File: src/rtl/body_scan_scheduler_pkg.sv
// Shared point/frame definitions for the snake body scan path and the pixel renderer.
// Holds point packing, LCD frame geometry defaults and the scan FSM state type.
package body_scan_scheduler_pkg;

    localparam int POINT_COORD_W  = 16;
    localparam int FRAME_H_PERIOD = 525;
    localparam int FRAME_V_PERIOD = 288;

    // x lives in the MSBs so a packed point_t matches the body array word layout
    typedef struct packed {
        logic [POINT_COORD_W-1:0] x;
        logic [POINT_COORD_W-1:0] y;
    } point_t;

    typedef enum logic [1:0] {
        IDLE   = 2'd0,
        LOAD   = 2'd1,
        COMMIT = 2'd2
    } scan_state_t;

    function automatic point_t make_point(input logic [POINT_COORD_W-1:0] x,
                                          input logic [POINT_COORD_W-1:0] y);
        point_t p;
        p.x = x;
        p.y = y;
        return p;
    endfunction

endpackage

File: src/rtl/body_scan_scheduler_frame_tick_gen.sv
// Free-running pixel counter over one LCD frame with a registered one-cycle
// frame_tick asserted while the count sits on the last pixel of the frame.
module body_scan_scheduler_frame_tick_gen
    import body_scan_scheduler_pkg::*;
#(
    parameter int H_PERIOD = FRAME_H_PERIOD,
    parameter int V_PERIOD = FRAME_V_PERIOD
) (
    input  logic lcd_screen_dclk,
    input  logic reset_n,
    output logic o_frame_tick
);

    localparam int FRAME_LEN = H_PERIOD * V_PERIOD;
    localparam int CNT_W     = $clog2(FRAME_LEN);
    localparam logic [CNT_W-1:0] CNT_LAST     = CNT_W'(FRAME_LEN - 1);
    localparam logic [CNT_W-1:0] CNT_PRE_LAST = CNT_W'(FRAME_LEN - 2);

    logic [CNT_W-1:0] r_count;
    logic             r_tick;

    // Pixel counter; tick is raised one edge early so it is high exactly at the last count.
    always_ff @(posedge lcd_screen_dclk or negedge reset_n) begin
        if (!reset_n) begin
            r_count <= '0;
            r_tick  <= 1'b0;
        end else begin
            if (r_count == CNT_LAST) begin
                r_count <= '0;
            end else begin
                r_count <= r_count + CNT_W'(1);
            end
            r_tick <= (r_count == CNT_PRE_LAST);
        end
    end

    assign o_frame_tick = r_tick;

endmodule

File: src/rtl/body_scan_scheduler.sv
// Streams a WINDOW-point slice of the snake body into a double-buffered window,
// one slice per LCD frame. Optional macro: BODY_SCAN_WRAP_EN (wrap short tails).
module body_scan_scheduler
    import body_scan_scheduler_pkg::*;
#(
    parameter int WINDOW   = 32,
    parameter int IDX_W    = 16,
    parameter int COORD_W  = POINT_COORD_W,
    parameter int H_PERIOD = FRAME_H_PERIOD,
    parameter int V_PERIOD = FRAME_V_PERIOD
) (
    input  logic                        lcd_screen_dclk,
    input  logic                        reset_n,
    input  logic [IDX_W-1:0]            snake_length,
    output logic [IDX_W-1:0]            seg_rd_idx,
    output logic                        seg_rd_en,
    input  logic [2*COORD_W-1:0]        seg_rd_data,
    output logic [WINDOW*2*COORD_W-1:0] window_points,
    output logic [WINDOW-1:0]           window_valid,
    output logic                        frame_tick,
    output logic                        loading
);

    localparam int PT_W = 2 * COORD_W;
    localparam int K_W  = $clog2(WINDOW);
    localparam int IW   = IDX_W + 1;
    localparam logic [IW-1:0]  ONE_IW = IW'(1);
    localparam logic [IW-1:0]  WIN_IW = IW'(WINDOW);
    localparam logic [K_W-1:0] K_LAST = K_W'(WINDOW - 1);

    if ((WINDOW < 2) || (WINDOW > 64) || ((WINDOW & (WINDOW - 1)) != 0)) begin : g_bad_window
        $error("body_scan_scheduler: WINDOW must be a power of two in 2..64");
    end
    if ((WINDOW + 2) >= (H_PERIOD * V_PERIOD)) begin : g_bad_frame
        $error("body_scan_scheduler: a load must finish within one frame");
    end

    // Index math runs one bit wider so base+WINDOW cannot wrap.
    function automatic logic [IW-1:0] advance_base(input logic [IW-1:0] base,
                                                   input logic [IW-1:0] len);
        logic [IW-1:0] w_res;
        if (len <= ONE_IW) begin
            w_res = ONE_IW;
        end else if ((base + WIN_IW) >= len) begin
            w_res = ONE_IW;
        end else begin
            w_res = base + WIN_IW;
        end
        return w_res;
    endfunction

    scan_state_t r_state, w_state_next;
    logic [IW-1:0]  r_len, w_len_next;
    logic [IW-1:0]  r_base, w_base_next;
    logic [IW-1:0]  r_idx, w_idx_next;
    logic [K_W-1:0] r_k, w_k_next;
    logic           w_issue, w_shadow_clr, w_commit;
    logic           r_rd_en, r_cap_en, r_loading;
    logic [IDX_W-1:0] r_rd_idx;
    logic [K_W-1:0]   r_cap_slot;
    logic [WINDOW*PT_W-1:0] r_shadow_pts, w_shadow_pts, r_win_pts;
    logic [WINDOW-1:0]      r_shadow_vld, w_shadow_vld, r_win_vld;
    logic                   w_frame_tick;

    body_scan_scheduler_frame_tick_gen #(
        .H_PERIOD (H_PERIOD),
        .V_PERIOD (V_PERIOD)
    ) u_frame_tick_gen (
        .lcd_screen_dclk (lcd_screen_dclk),
        .reset_n         (reset_n),
        .o_frame_tick    (w_frame_tick)
    );

    // Scan FSM next-state: a slot is presented on every cycle the next state is LOAD.
    always_comb begin
        w_state_next = r_state;
        w_len_next   = r_len;
        w_base_next  = r_base;
        w_k_next     = r_k;
        w_idx_next   = r_idx;
        w_issue      = 1'b0;
        w_shadow_clr = 1'b0;
        w_commit     = 1'b0;
        case (r_state)
            IDLE: begin
                if (w_frame_tick) begin
                    w_state_next = LOAD;
                    w_len_next   = {1'b0, snake_length};
                    w_base_next  = advance_base(r_base, w_len_next);
                    w_k_next     = '0;
                    w_idx_next   = w_base_next;
                    w_shadow_clr = 1'b1;
                end else begin
                    w_state_next = IDLE;
                end
            end
            LOAD: begin
                if (r_k == K_LAST) begin
                    w_state_next = COMMIT;
                end else begin
                    w_k_next = r_k + K_W'(1);
`ifdef BODY_SCAN_WRAP_EN
                    w_idx_next = ((r_idx + ONE_IW) == r_len) ? ONE_IW : (r_idx + ONE_IW);
`else
                    w_idx_next = r_idx + ONE_IW;
`endif
                end
            end
            COMMIT: begin
                w_state_next = IDLE;
                w_commit     = 1'b1;
            end
            default: begin
                w_state_next = IDLE;
            end
        endcase
        if (w_state_next == LOAD) begin
`ifdef BODY_SCAN_WRAP_EN
            w_issue = (w_len_next > ONE_IW);
`else
            w_issue = (w_idx_next < w_len_next);
`endif
        end else begin
            w_issue = 1'b0;
        end
    end

    // Scan control, read port and capture pipeline registers.
    always_ff @(posedge lcd_screen_dclk or negedge reset_n) begin
        if (!reset_n) begin
            r_state    <= IDLE;
            r_len      <= '0;
            r_base     <= ONE_IW;
            r_idx      <= '0;
            r_k        <= '0;
            r_rd_en    <= 1'b0;
            r_rd_idx   <= '0;
            r_cap_en   <= 1'b0;
            r_cap_slot <= '0;
            r_loading  <= 1'b0;
        end else begin
            r_state    <= w_state_next;
            r_len      <= w_len_next;
            r_base     <= w_base_next;
            r_idx      <= w_idx_next;
            r_k        <= w_k_next;
            r_rd_en    <= w_issue;
            r_rd_idx   <= w_issue ? w_idx_next[IDX_W-1:0] : '0;
            r_cap_en   <= r_rd_en;
            r_cap_slot <= r_k;
            r_loading  <= (w_state_next != IDLE);
        end
    end

    // Shadow view including the read returning this cycle, so COMMIT sees the last slot.
    always_comb begin
        w_shadow_pts = r_shadow_pts;
        w_shadow_vld = r_shadow_vld;
        for (int i = 0; i < WINDOW; i++) begin
            if (r_cap_en && (r_cap_slot == K_W'(i))) begin
                w_shadow_pts[i*PT_W +: PT_W] = seg_rd_data;
                w_shadow_vld[i]              = 1'b1;
            end else begin
                w_shadow_vld[i] = r_shadow_vld[i];
            end
        end
    end

    // Shadow buffer fill and single-edge copy into the active window.
    always_ff @(posedge lcd_screen_dclk or negedge reset_n) begin
        if (!reset_n) begin
            r_shadow_pts <= '0;
            r_shadow_vld <= '0;
            r_win_pts    <= '0;
            r_win_vld    <= '0;
        end else begin
            if (w_shadow_clr) begin
                r_shadow_pts <= '0;
                r_shadow_vld <= '0;
            end else begin
                r_shadow_pts <= w_shadow_pts;
                r_shadow_vld <= w_shadow_vld;
            end
            if (w_commit) begin
                r_win_pts <= w_shadow_pts;
                r_win_vld <= w_shadow_vld;
            end else begin
                r_win_pts <= r_win_pts;
                r_win_vld <= r_win_vld;
            end
        end
    end

    assign seg_rd_idx    = r_rd_idx;
    assign seg_rd_en     = r_rd_en;
    assign window_points = r_win_pts;
    assign window_valid  = r_win_vld;
    assign frame_tick    = w_frame_tick;
    assign loading       = r_loading;

endmodule

File: config.mk
export PLATFORM = sky130hd
export DESIGN_NAME = body_scan_scheduler
export DESIGN_NICKNAME = d
export VERILOG_FILES = /design/src/rtl/body_scan_scheduler_pkg.sv /design/src/rtl/body_scan_scheduler_frame_tick_gen.sv /design/src/rtl/body_scan_scheduler.sv
export SDC_FILE = /design/constraint.sdc
export NUM_CORES = 2
export LEC_CHECK = 0
export ABC_CLOCK_PERIOD_IN_PS = 5100
export CAP_MARGIN = 10
export CORE_AREA = 4 4 441 443
export CTS_BUF_LIST = sky130_fd_sc_hd__clkbuf_4 sky130_fd_sc_hd__clkbuf_8 sky130_fd_sc_hd__clkbuf_16
export DETAILED_ROUTE_END_ITERATION = 16
export DIE_AREA = 0 0 445 447
export GPL_TIMING_DRIVEN = 1
export HOLD_SLACK_MARGIN = 0.06
export PLACE_DENSITY_LB_ADDON = 0.3
export SYNTH_ARGS = -nofsm -noshare
export SYNTH_HDL_FRONTEND = slang
export SYNTH_SLANG_ARGS = --single-unit
File: constraint.sdc
create_clock -name lcd_screen_dclk -period 5.1 [get_ports lcd_screen_dclk]
set_input_delay 1.02 -clock lcd_screen_dclk [delete_from_list [all_inputs] [get_ports lcd_screen_dclk]]
set_output_delay 1.02 -clock lcd_screen_dclk [all_outputs]
set_load 0.01 [all_outputs]
Word level (Yosys, flattened, before mapping):

Index checks and enable logic that the tools add are counted.

* flip-flop bits (word level): 2213
* input port bits: 50
* output and inout bits: 1075
* word-level logic and storage cells: 185

* add/sub/neg operators: 4
* order comparisons: 3
* eq/ne operators: 39
* multiplexer cells: 85
* reduce and logical (&&, ||, !) cells: 38

Operators with widths (count)
* 2-to-1 mux 32 bit: 33
* 2-to-1 mux 1024 bit: 1
* 2-to-1 mux 17 bit: 6
* == test 5 bit, second input constant: 17
* == test 5 x 4 -> 1 bit, second input constant: 8
* 2-to-1 mux 1 bit: 37
* == test 18 bit, second input constant: 2
* one-hot mux 17 bit (2 select lines): 1
* logical AND 1 bit: 32
* == test 5 x 3 -> 1 bit, second input constant: 4
* adder 18 x 1 -> 18 bit, second input constant: 1
* 2-to-1 mux 18 bit: 1
* adder 17 x 1 -> 17 bit, second input constant: 1
* adder 17 x 6 -> 17 bit, second input constant: 1
* >= comparator 17 x 16 -> 1 bit: 1
* < comparator 17 bit: 1
* <= comparator 16 x 1 -> 1 bit, second input constant: 1
* 2-to-1 mux 16 bit: 1
* == test 5 x 2 -> 1 bit, second input constant: 2
* 2-to-1 mux 5 bit: 2
* one-hot mux 5 bit (2 select lines): 1
* adder 5 x 1 -> 5 bit, second input constant: 1
* == test 5 x 1 -> 1 bit, second input constant: 1
* zero test 5 bit: 1
* 10 further kinds: 12

Longest topological paths before layout:

* depth after elaboration: 9
* depth in mapped cells: 24
* depth with buffers taken out: 22

Cells and area by module:

A second synthesis with hierarchy kept.

* cell total of the unflattened synthesis: 7508
* area, all modules: 84463.5 um2

By module, submodules not included
* body_scan_scheduler: times used 1, cells each 7426, area an instance 83565.1 um2, sequential area each 54903.9 um2
* body_scan_scheduler_frame_tick_gen: times used 1, cells each 82, area an instance 898.4 um2, sequential area each 475.5 um2

Least setup slack after synthesis:

No wires, ideal clock.

* path kind: register to register
* start: register r_base[7]
* end: register r_rd_idx[13], in the netlist seg_rd_idx[13]
* library setup time: 0.119 ns
* arrival time: 4.857 ns
* required time: 4.981 ns
* slack: 0.124 ns
* cell stages (with the launch flop): 25
* path buffers: 2
* period minus slack after synthesis: 4.976 ns
* cells stage by stage: dfrtp_1 -> nand4_2 -> or2_2 -> inv_1 -> and3_1 -> xnor2_1 -> inv_1 -> ha_1 -> nand3_1 -> nor4_1 -> a2111oi_2 -> o221ai_2 -> or2_1 -> buf_6 -> nor3b_4 -> or2_2 -> ha_1 -> nand3_1 -> or4_1 -> or3_1 -> o21bai_1 -> o211a_1 -> o21ai_2 -> buf_6 -> o21ba_1

* word-level cells in the longest chain between the ends: 9

Ends and longest elaborated chain
* from (decl): line body_scan_scheduler.sv:54 `logic [IW-1:0] r_base, w_base_next;`
* from (signal assigned): line body_scan_scheduler.sv:144 `r_base <= w_base_next;`
* adder 17 x 6 -> 17 bit *: line body_scan_scheduler.sv:44, body_scan_scheduler.sv:47
* >= comparator 17 x 16 -> 1 bit: line body_scan_scheduler.sv:44 `end else if ((base + WIN_IW) >= len) begin`
* 2-to-1 mux 17 bit *: line body_scan_scheduler.sv:44
* 2-to-1 mux 17 bit *: line body_scan_scheduler.sv:42 `if (len <= ONE_IW) begin`
* 2-to-1 mux 17 bit *: line body_scan_scheduler.sv:86 `if (w_frame_tick) begin`
* one-hot mux 17 bit (2 select lines) *: line body_scan_scheduler.sv:84 `case (r_state)`
* via w_idx_next[13]: line body_scan_scheduler.sv:55 `logic [IW-1:0] r_idx, w_idx_next;`
* < comparator 17 bit: line body_scan_scheduler.sv:121 `w_issue = (w_idx_next < w_len_next);`
* 2-to-1 mux 1 bit: line body_scan_scheduler.sv:117 `if (w_state_next == LOAD) begin`
* 2-to-1 mux 16 bit *: line body_scan_scheduler.sv:148 `r_rd_idx <= w_issue ? w_idx_next[IDX_W-1:0] : '0;`
* to (signal assigned): line body_scan_scheduler.sv:148
* to (decl): line body_scan_scheduler.sv:59 `logic [IDX_W-1:0] r_rd_idx;`

Mark *: on every way through the listed nets, which the timed path passes. The rest lies on a longest branch.
A chain may end at the register's enable or synchronous reset.

Worst setup path in the final report:

* start: register r_base[5]
* end: register r_rd_idx[15], in the netlist seg_rd_idx[15]

* word-level cells in the longest chain between the ends: 9

Ends and longest elaborated chain (line)
* adder 17 x 6 -> 17 bit *: body_scan_scheduler.sv:44, body_scan_scheduler.sv:47
* >= comparator 17 x 16 -> 1 bit: body_scan_scheduler.sv:44
* 2-to-1 mux 17 bit *: body_scan_scheduler.sv:44
* 2-to-1 mux 17 bit *: body_scan_scheduler.sv:42
* 2-to-1 mux 17 bit *: body_scan_scheduler.sv:86
* one-hot mux 17 bit (2 select lines) *: body_scan_scheduler.sv:84
* via w_idx_next[7]: body_scan_scheduler.sv:55
* < comparator 17 bit *: body_scan_scheduler.sv:121
* 2-to-1 mux 1 bit *: body_scan_scheduler.sv:117
* 2-to-1 mux 16 bit *: body_scan_scheduler.sv:148

Marked as above.

==> impl_metrics.json <==
{
  "max-cap-violations": 0,
  "drtAntennaViolNets": 0,
  "r2r-start": "r_base[5]$_DFFE_PN0P_",
  "syn-cell-area_um2": 84200,
  "yosys-top-cells-count": "2212 x dfrtp_1, 1126 x nor2_1, 1106 x nand2_1, 1080 x o21ai_0, 1025 x mux2i_1",
  "synthTopCellsByArea": "dfrtp_1 66%, mux2i_1 12%, o21ai_0 6.4%",
  "cp_cell_sequence": "ha_2 > xnor2_1 > inv_1 > ha_1 > o21ai_0 > nor2_1 > a2111oi_1 > buf_4 > o221ai_4 > or2_4 > buf_12 > o221ai_2 > ha_1 > nand2_1 > or4_4 > or3_4 > o21bai_1 > o211a_1 > o21ai_4 > buf_4 > a21oi_1",
  "crit_slowest_cell": "or4_4",
  "synth_warnings": 0,
  "cp.arrival_ns": 5.68,
  "ys.flop_type": "dfrtp_1",
  "place_ws_ns": -0.890,
  "max_freq_ghz": 0.201,
  "critPathTopFamily": "compound AO/OA/AOI/OAI gates",
  "crit_buf_inv": 4,
  "worstSetupPathType": "reg2reg",
  "power.leakage_nw": 54.0,
  "nFillCells": 16100,
  "synthCells": 7479,
  "clockBufferDepth": 3,
  "setup_ws_ns": 0.136,
  "r2r_cells": 21,
  "synthesis.nets": 7567,
  "dr.first_iter.drc_count": 5750,
  "cp_max_fo": 7,
  "syn_to_final_growth_pct": 26.4,
  "dieArea_um2": 199000,
  "layout-drive-gt1-share_pct": 8.40,
  "synth_top_area_cell": "dfrtp_1",
  "min_period_ns": 4.96,
  "worstMarginPinSlew_ns": 1.30,
  "clock_skew_ns": 0.0368,
  "max_slew_margin_pct": 13.1,
  "netlist.area_leader.share_pct": 65.7,
  "finalHoldViolations": 0,
  "drt-total-wl_um": 286000,
  "gp_congestion": 0.853,
  "powerDensity_nw_per_um2": 342,
  "cts.reportedPaths.clkPinSlew_ns": 0.06,
  "synth-seq-cells": 2213,
  "max_stage_delay_ns": 0.50,
  "slew_violations": 0,
  "num_vias": 60200,
  "grt_pass1_wl_um": 413000,
  "cts_sinks": 2213,
  "insertion_delay_ns": 0.86,
  "cts_hold_buf": 0,
  "nNetsFinal": 8543,
  "fp.dieH_um": 447,
  "path_depth": 21,
  "setup_viol": 0,
  "reg2reg_to": "seg_rd_idx[15]$_DFF_PN0_",
  "post_drt_wl_per_cell_um": 25.6,
  "die_w_um": 445,
  "reg2reg_slack_ns": 0.14,
  "firstDrtPassIters": 6,
  "core_um2": 190000,
  "post-synth-top-count-cell": "dfrtp_1",
  "status": "finished clean",
  "grt_pass1_vias": 59800,
  "finalCritPeriodShare_pct": 97.3,
  "rsz0062_at_grt": "true",
  "ys_async_sr_fraction_pct": 100,
  "io_buffers": 1124,
  "start_util_pct": 44.3,
  "hp-class": "in2async",
  "cp-end-kind": "register",
  "setup_tns_ns": 0,
  "cts_tree": "done",
  "htree_levels": 4,
  "start_kind": "register",
  "root_buffer": "clkbuf_16",
  "viasPerCell": 5.39,
  "numCtsBuffers": 219,
  "overflow": 0,
  "route.detailed.drc": 0,
  "ys_seq_area_share_pct": 65.8,
  "grt_max_degree": 287,
  "grt_usage_pct": 28.3,
  "syn_avg_cell_area_um2": 11.3,
  "dp_hpwl_um": 181000,
  "rows": 160,
  "peakVddDrop_mv": 0.313,
  "synth_edf_count": 0,
  "synth_cell_types": 62,
  "ioPinCount": 1125,
  "cp.required_ns": 5.82,
  "antenna_found_initial": 11
}
==> through the flow <==
| step | power [W] | util, % | instance area, µm² | hold WS (ns) | std cells |
|---|---|---|---|---|---|
| after detailed placement | 0.0194 | 51.7 | 98200 | 0.403 | 10700 |
| after global placement | 0.0194 | 51.7 | 98200 | 0.391 | 10700 |
| after CTS | 0.0367 | 55.9 | 106000 | 0.166 | 11100 |
| final | 0.0364 | 56.0 | 106000 | 0.207 | 11200 |
| after floorplan | 0.0186 | - | 84200 | 0.380 | 7479 |
| after global routing | 0.0375 | 56.0 | 106000 | 0.196 | 11200 |
==> layout make-up <==
type / count / area [µm²] / area share (%)
clock buffer: 324 / 6710 / 6.30
multi-input combinational: 4643 / 26700 / 25.1
clock inverter: 83 / 1190 / 1.12
tap: 2511 / 3140 / 2.95
sequential: 2213 / 55400 / 52.0
timing repair buffer: 1327 / 13100 / 12.3
antenna: 5 / 12.5 / 0.0118
inverter: 51 / 191 / 0.180
==> cell usage in the layout (no fill, tap or decap), drive strengths merged, types with 9 or more instances in the layout <==
master / n
clkdlybuf4s50: 1091
and2: 14
nand2: 1107
nand3: 33
buf: 236
nor2: 1126
mux2i: 1025
xnor2: 19
bufinv: 24
o21ai: 1084
clkinv: 48
dfrtp: 2212
ha: 38
nor3: 9
inv: 54
nand4: 16
clkbuf: 324
nor2b: 24
and3: 12
a21o: 12
a21oi: 42
==> what timing repair did <==
action | in CTS | in global routing
gates cloned | 0 | 0
endpoints found under the setup margin | 16 | 17
buffers inserted | 3 | 13
resized for setup | 15 | 27
pin swaps | 2 | 14
==> registers in the layout (all words and copies together) (netlist names) <==
signal                         count
r_k                                5
r_cap_en                           1
u_frame_tick_gen.r_count          18
r_idx                             17
seg_rd_idx                        16
window_points                   1024
r_shadow_pts                    1024
r_base                            17
loading                            1
r_shadow_vld                      32
r_cap_slot                         5
r_state                            2
u_frame_tick_gen.o_frame_tick      1
window_valid                      32
r_len                             17
seg_rd_en                          1
==> routing by layer <==
layer  track usage (%)  up-vias  share of wire, %
met5                 0        -                 0
met3              4.61      594               5.8
met4              15.3        0               6.2
li1                  -    26600                 -
met2              45.5     2145                48
met1              36.9    30800                40
==> how the worst max path moves through the flow <==
stage	start	to	slack, ns
2_1_floorplan	r_base[7]$_DFFE_PN0P_	seg_rd_idx[13]$_DFF_PN0_	0.12
3_3_place_gp	snake_length[6]	seg_rd_idx[12]$_DFF_PN0_	-1.07
3_5_place_dp	snake_length[6]	seg_rd_idx[0]$_DFF_PN0_	-0.89
4_1_cts	r_base[7]$_DFFE_PN0P_	seg_rd_idx[3]$_DFF_PN0_	0.007
5_1_grt	r_base[8]$_DFFE_PN0P_	seg_rd_idx[3]$_DFF_PN0_	-0.02
6_report	r_base[5]$_DFFE_PN0P_	seg_rd_idx[15]$_DFF_PN0_	0.14
==> where the power goes <==
group	switching (W)	internal (W)	leakage (nW)
combinational	0.000951	0.000250	26.0
clock	0.00698	0.0103	3.95
sequential	0.0000696	0.0178	24.0
==> kinds of logic after synthesis <==
kind of cell	Yosys count	share of synthesized area, %
simple gates	2373	11.0
flops	2213	65.8
compound gates	1179	7.27
mux	1026	12.2
buf+inv	623	2.93
fa+ha+maj	38	0.565
xor+xnor	27	0.281
No activity file was read; power rests on OpenSTA's default activity.
